**src/rtl/fsm_serial_tx.sv**
```systemverilog
// Framed serial transmitter: accepts a word over valid/ready and shifts it onto an
// idle-high line as start bit, data LSB-first, optional even parity, and stop bit.
module fsm_serial_tx #(
    parameter int DATA_W       = 8,
    parameter int CLKS_PER_BIT = 4,
    parameter int PARITY_EN    = 1
) (
    input  logic              clk,
    input  logic              reset,
    input  logic              tx_valid,
    input  logic [DATA_W-1:0] tx_data,
    output logic              tx_ready,
    output logic              tx_out,
    output logic              busy,
    output logic              done,
    output logic [2:0]        dbg_state
);

    // Handshake: a word transfers on a rising edge where tx_valid && tx_ready and
    // reset is low; tx_ready is high only in IDLE, so tx_valid while busy is ignored.

    localparam int CNT_W = (CLKS_PER_BIT > 1) ? $clog2(CLKS_PER_BIT) : 1;
    localparam int BIT_W = (DATA_W > 1) ? $clog2(DATA_W) : 1;
    localparam logic [CNT_W-1:0] CNT_LAST = CNT_W'(CLKS_PER_BIT - 1);
    localparam logic [BIT_W-1:0] BIT_LAST = BIT_W'(DATA_W - 1);

    typedef enum logic [2:0] {
        S_IDLE   = 3'd0,
        S_START  = 3'd1,
        S_DATA   = 3'd2,
        S_PARITY = 3'd3,
        S_STOP   = 3'd4
    } state_t;

    state_t            r_state;
    state_t            w_state_next;
    logic [CNT_W-1:0]  r_cnt;
    logic [CNT_W-1:0]  w_cnt_next;
    logic [BIT_W-1:0]  r_bit;
    logic [BIT_W-1:0]  w_bit_next;
    logic [DATA_W-1:0] r_shift;
    logic [DATA_W-1:0] w_shift_next;
    logic              r_parity;
    logic              w_parity_next;
    logic              r_tx_out;
    logic              w_tx_out_next;
    logic              r_done;
    logic              w_done_next;
    logic              w_bit_end;

    assign w_bit_end = (r_cnt == CNT_LAST);

    // tx_out is registered, so each branch drives the level of the slot being entered.
    always_comb begin
        w_state_next  = r_state;
        w_cnt_next    = r_cnt;
        w_bit_next    = r_bit;
        w_shift_next  = r_shift;
        w_parity_next = r_parity;
        w_tx_out_next = r_tx_out;
        w_done_next   = 1'b0;

        case (r_state)
            S_IDLE: begin
                w_tx_out_next = 1'b1;
                if (tx_valid) begin
                    w_state_next  = S_START;
                    w_cnt_next    = '0;
                    w_bit_next    = '0;
                    w_shift_next  = tx_data;
                    w_parity_next = ^tx_data;
                    w_tx_out_next = 1'b0;
                end
            end

            S_START: begin
                if (w_bit_end) begin
                    w_state_next  = S_DATA;
                    w_cnt_next    = '0;
                    w_bit_next    = '0;
                    w_tx_out_next = r_shift[0];
                end else begin
                    w_cnt_next = r_cnt + 1'b1;
                end
            end

            S_DATA: begin
                if (w_bit_end) begin
                    w_cnt_next = '0;
                    if (r_bit == BIT_LAST) begin
                        if (PARITY_EN != 0) begin
                            w_state_next  = S_PARITY;
                            w_tx_out_next = r_parity;
                        end else begin
                            w_state_next  = S_STOP;
                            w_tx_out_next = 1'b1;
                        end
                    end else begin
                        // Shifting keeps the current bit at index 0 for any DATA_W.
                        w_bit_next    = r_bit + 1'b1;
                        w_shift_next  = r_shift >> 1;
                        w_tx_out_next = w_shift_next[0];
                    end
                end else begin
                    w_cnt_next = r_cnt + 1'b1;
                end
            end

            S_PARITY: begin
                if (w_bit_end) begin
                    w_state_next  = S_STOP;
                    w_cnt_next    = '0;
                    w_tx_out_next = 1'b1;
                end else begin
                    w_cnt_next = r_cnt + 1'b1;
                end
            end

            S_STOP: begin
                w_tx_out_next = 1'b1;
                if (w_bit_end) begin
                    w_state_next = S_IDLE;
                    w_cnt_next   = '0;
                    w_done_next  = 1'b1;
                end else begin
                    w_cnt_next = r_cnt + 1'b1;
                end
            end

            default: begin
                w_state_next  = S_IDLE;
                w_cnt_next    = '0;
                w_bit_next    = '0;
                w_tx_out_next = 1'b1;
            end
        endcase
    end

    always_ff @(posedge clk) begin
        if (reset) begin
            r_state  <= S_IDLE;
            r_cnt    <= '0;
            r_bit    <= '0;
            r_shift  <= '0;
            r_parity <= 1'b0;
            r_tx_out <= 1'b1;
            r_done   <= 1'b0;
        end else begin
            r_state  <= w_state_next;
            r_cnt    <= w_cnt_next;
            r_bit    <= w_bit_next;
            r_shift  <= w_shift_next;
            r_parity <= w_parity_next;
            r_tx_out <= w_tx_out_next;
            r_done   <= w_done_next;
        end
    end

    assign tx_ready  = (r_state == S_IDLE);
    assign busy      = ~tx_ready;
    assign tx_out    = r_tx_out;
    assign done      = r_done;
    assign dbg_state = r_state;

endmodule

```
**config.mk**
```make
export PLATFORM = sky130hd
export DESIGN_NAME = fsm_serial_tx
export DESIGN_NICKNAME = d
export VERILOG_FILES = /design/src/rtl/fsm_serial_tx.sv
export SDC_FILE = /design/constraint.sdc
export NUM_CORES = 1
export LEC_CHECK = 0
export ABC_AREA = 1
export CAP_MARGIN = 10
export CORE_UTILIZATION = 53
export DETAILED_ROUTE_END_ITERATION = 10
export MAX_ROUTING_LAYER = met4
export PLACE_DENSITY_LB_ADDON = 0.12
export SETUP_SLACK_MARGIN = 0.05
export SYNTH_ARGS = -nofsm -noshare
export SYNTH_HDL_FRONTEND = slang
export SYNTH_SLANG_ARGS = --single-unit
```
**constraint.sdc**
```tcl
create_clock -name clk -period 1.7 [get_ports clk]
set_clock_uncertainty 0.1 [all_clocks]
set_input_delay 0.425 -clock clk [delete_from_list [all_inputs] [get_ports clk]]
set_output_delay 0.425 -clock clk [all_outputs]
set_load 0.01 [all_outputs]
```
## Yosys cells after proc, flatten, opt, wreduce, memory -nomap -nowiden

Cells that the tools add are included.

- Add/sub/neg operators: 2
- Equal/unequal tests: 13
- Muxes and demuxes: 25
- Bitwise logic cells: 3
- Reductions and logical operators: 11

Operators by type and width:

| operator | number |
|---|---|
| $mux 3 | 9 |
| $mux 8 | 3 |
| $pmux 8 s2 | 1 |
| $pmux 3 s5 | 1 |
| $ne 2x2->1 const B | 7 |
| $pmux 3 s4 | 1 |
| $reduce_xor 8->1 | 1 |
| $eq 3x2->1 const B | 2 |
| $eq 3x3->1 const B | 2 |
| $mux 1 | 6 |
| $reduce_and 6->1 | 1 |
| $reduce_and 5->1 | 1 |
| $mux 2 | 2 |
| $pmux 1 s4 | 1 |
| $pmux 2 s2 | 1 |
| $reduce_and 4->1 | 1 |
| $reduce_or 2->1 | 2 |
| $reduce_or 4->1 | 1 |
| $add 3x1->3 const B | 1 |
| $eq 3x1->1 const B | 1 |
| $logic_not 3->1 | 1 |
| $not 1->1 | 3 |
| $reduce_and 3->1 | 1 |
| $add 2x1->2 const B | 1 |
| 3 further kinds | 3 |

- Flip-flop bits (word level): 19
- Input port bits: 11
- Output and inout bits: 7
- Logic and storage cells: 61

## Longest topological paths before layout

- Depth after elaboration: 4
- Depth in mapped cells: 10

## Worst setup path before layout

Ideal clock, no wire load.

- Kind: register -> register
- Start: register r_state[0] (netlist: dbg_state[0])
- End: register r_shift[5]
- Data arrival time: 1.285 ns
- Slack: 0.203 ns
- Cell stages (with the launch flop): 10
- Buffers on the path: 2
- Cells stage by stage: dfxtp_1 > clkbuf_2 > inv_1 > nand2_4 > nor2_4 > o21ai_4 > buf_6 > nand2_1 > nand2_1 > nor2_1

- Word-level cells in the longest chain between the ends: 3

Ends and longest elaborated chain:

| element | line | source |
|---|---|---|
| start, declared | 35 | `state_t r_state;` |
| start signal, assigned | 149 | `r_state <= w_state_next;` |
| $eq 3x2->1 or $logic_not 3->1 (tied branches) | 63 | `case (r_state)` |
| $ne 2x2->1 (no source line) or $reduce_bool 2->1 (tied branches) | -- |  |
| $reduce_and 4->1 (no source line) | -- |  |
| end signal, assigned | 152 | `r_shift <= w_shift_next;` |
| end, declared | 41 | `logic [DATA_W-1:0] r_shift;` |

Parallel ways exist; a longest one is shown, timed or not.
A chain may end at the register's enable or synchronous reset.

## Worst setup path after layout

- Start: register r_state[2] (netlist: dbg_state[2])
- End: output dbg_state[2]

RTL lines:

| element | line | source |
|---|---|---|
| end, declared | 16 | `output logic [2:0] dbg_state` |

No word-level cell between the ends.

==> results by group <==
STA
  • Unrepaired setup endpoints after global routing: no
  • Setup TNS: 0 ns
  • Final period util: 0.9464
  • Fin. Hold Viols: 0
  • Setup WS post-layout: 0.09112 ns
  • Crit path time final: 1.609 ns
  • Slew @ Worst Pin: 0.2066 ns
  • Max-slew violations: 0
  • Worst rel slew slack: 0.8619
  • Setup violators final: 0
  • Fmax: 621.5 MHz

GRT
  • Largest net degree at the start of global routing: 16
  • Vias in the first global route: 1133
  • Global-route wire length before repair: 4712 um
  • Total track usage: 0.2511
  • Initial antenna violation count: 0
  • Total gr overflow: 0

Cells and area
  • # diodes: 0
  • Layout cell share with drive strength beyond 1: 0.1597
  • Area Growth Syn to Fin: 30.50%
  • Final #Nets: 253

Routing
  • Routed WL per cell: 10.70 um
  • # DRC: 0
  • Via count: 1336
  • Antenna-violating nets left: 0
  • Drt pass-1 iters: 4
  • Final WL: 2845 um
  • Via-to-Cell Ratio: 5.023
  • Initial DRC count: 28

Clocking
  • Root buf cell: clkbuf_4
  • Reg clk slew, reported paths: 0.11 ns
  • CTS Buf Count: 3
  • Clock Latency Late Sink: 0.31 ns
  • CTS tree: built
  • Worst-case clock buffer depth: 2
  • Total clock sinks: 19
  • Htree depth: 1
  • Hold bufs inserted after CTS: 0

Power and ir drop
  • Worst VDD drop: 1.409 mV
  • Leak: 0.8587 nW
  • Overall power: 3.223 mW
  • Power Density: 2000 nW/um2

Floorplan
  • Die W: 50.27 um
  • Die area: 2527 um2
  • Die height: 50.27 um
  • Core area: 2212 um2
  • Initial Utilization: 0.5583
  • Boundary Pins: 18
  • Standard-cell rows: 17

Critical path
  • CP max stage cell: dfxtp_4
  • Crit path max fanout: 4
  • Critical path capture point type: primary output
  • Cell Chain, Critical Path: buf_6, dlygate4sd2_1
  • Bufs and invs on worst path: 2
  • CP startpoint kind: register
  • Crit path largest cell delay: 0.38 ns
  • WP data required: 1.17 ns
  • WS Path Type: register to primary output
  • WP data arrival: 1.08 ns
  • Dominant delay contributor by cell family on the critical path: buffers and inverters

Logic synthesis
  • Top cell type's share of synthesized area: 0.3080
  • Mapped Cells: 206
  • Post-synthesis mux area share: 0
  • Sequential-to-total area share from yosys stat: 0.3080
  • Area contributors post-synth: dfxtp_1 31%, nand2_1 22%, nor2_1 12%
  • Syn_nets: 220
  • Primary FF master, synth: dfxtp_1
  • Avg Synthesized Cell Area: 5.995 um2
  • Unique masters post-synth: 25
  • EDFF count, synth: 0
  • Synthesized flop and latch total: 19
  • Main combinational cell family by area after synthesis: simple AND/OR/NAND/NOR gates
  • Post-Synthesis Cell Area: 1235 um2
  • Synth warn: 0
  • Synth Area in Simple Gates: 0.4488
  • Synth Area in XOR/XNOR: 0.01418
  • Synth Area in Compound Gates: 0.08105
  • Synth Area in Adders: 0.03040
  • Leading area contributor after synthesis: dfxtp_1
  • Async SR Flop Fraction: 0

Flow run
  • Maxcap violations: 0

Place
  • I/O Buffers: 17
  • HPWL after DPL: 2144 um
  • Pre-CTS WS: -0.1457 ns
  • GP Congestion: 0.8978

Worst hold path
  • Hold crit path type: register to register

Status
  • Outcome: completed
==> timing repair <==
item	4_1_cts	5_1_grt
buffers inserted	0	2
pin swaps	1	6
setup endpoints to repair	9	16
cloned	0	1
gates resized for setup	16	14
==> path summary, 6_finish.rpt <==
path	slack, ns	from	endpoint	depth (start not counted)
max reg2reg	0.13	dbg_state[2]$_SDFFE_PP0P_	r_shift[4]$_SDFFE_PP0P_	9
min	0.37	r_shift[7]$_SDFFE_PP0P_	r_shift[7]$_SDFFE_PP0P_	2
max	0.09	dbg_state[2]$_SDFFE_PP0P_	dbg_state[2]	2
min reg2reg	0.37	r_shift[7]$_SDFFE_PP0P_	r_shift[7]$_SDFFE_PP0P_	2
==> metrics by stage <==
| stage | utilization | std cells | area (um2) | hold WS [ns] |
|---|---|---|---|---|
| after global routing | 0.7285 | 266 | 1612 | 0.4055 |
| after detailed placement | 0.6861 | 259 | 1518 | 0.3593 |
| after CTS | 0.6968 | 263 | 1541 | 0.3775 |
| after floorplan | - | 206 | 1235 | 0.3380 |
| after global placement | 0.6861 | 259 | 1518 | 0.3526 |
| final | 0.7285 | 266 | 1612 | 0.3746 |
==> placed cells by master, fill, tap and decap left out, drive strengths merged <==
cell	instances
nand4	2
a21oi	2
a211oi	1
dlygate4sd2	4
o21ai	12
inv	30
ha	3
clkdlybuf4s15	1
nor3	1
buf	16
nand2	74
clkbuf	6
o21a	1
dfxtp	19
nor2	43
nand3	11
xnor2	2
clkdlybuf4s50	10
==> report_power, final <==
group	switching, mW	internal (mW)	total [mW]	leakage (nW)
combinational	1.25	0.988	2.24	0.686
sequential	0.103	0.642	0.744	0.158
clock	0.151	0.0918	0.243	0.0150
==> metal layers <==
metal  vias up  track usage  part of all wire
met5         -            -                 0
met4         0       0.1048             0.015
met3         6      0.03636             0.045
met2        33       0.3978              0.46
met1       603       0.3178              0.48
li1        694            -                 -
==> tightest hold or removal path, stage by stage (launching register included) <==
cell     delay (ns)
dfxtp_1        0.33
nand2_2        0.07
a21oi_2        0.04
==> sequential cells by signal, summed over array words and instances, names as in the netlist <==
register   count
dbg_state      3
done           1
r_bit          3
r_cnt          2
r_parity       1
r_shift        8
tx_out         1
==> logic make-up (layout without fill, tap and decap cells) <==
logic type	after synthesis	after routing
AO/OA/AOI/OAI	16	16
AND/OR/NAND/NOR	131	131
flip-flops	19	19
buffers and inverters	35	67
XOR/XNOR	2	2
adder cells (fa/ha/maj)	3	3
==> cell usage after synthesis, types with 2 or more instances <==
library cell	instances
nand3_1	11
nand4_1	2
o21ai_0	11
xnor2_1	2
nand2_1	71
nor2_1	39
inv_1	29
ha_1	3
nand2_4	2
dfxtp_1	19
nor2_4	3
==> cell type report <==
class | instances | area, um2
multi-input cells | 152 | 732.0
fillers | 192 | 600.6
flip-flops and latches | 19 | 385.4
repair buffers | 33 | 320.3
inverters | 30 | 112.6
well taps | 28 | 35.03
clock buffers | 4 | 26.28
Note: power is estimated with default switching activity, not from simulation.
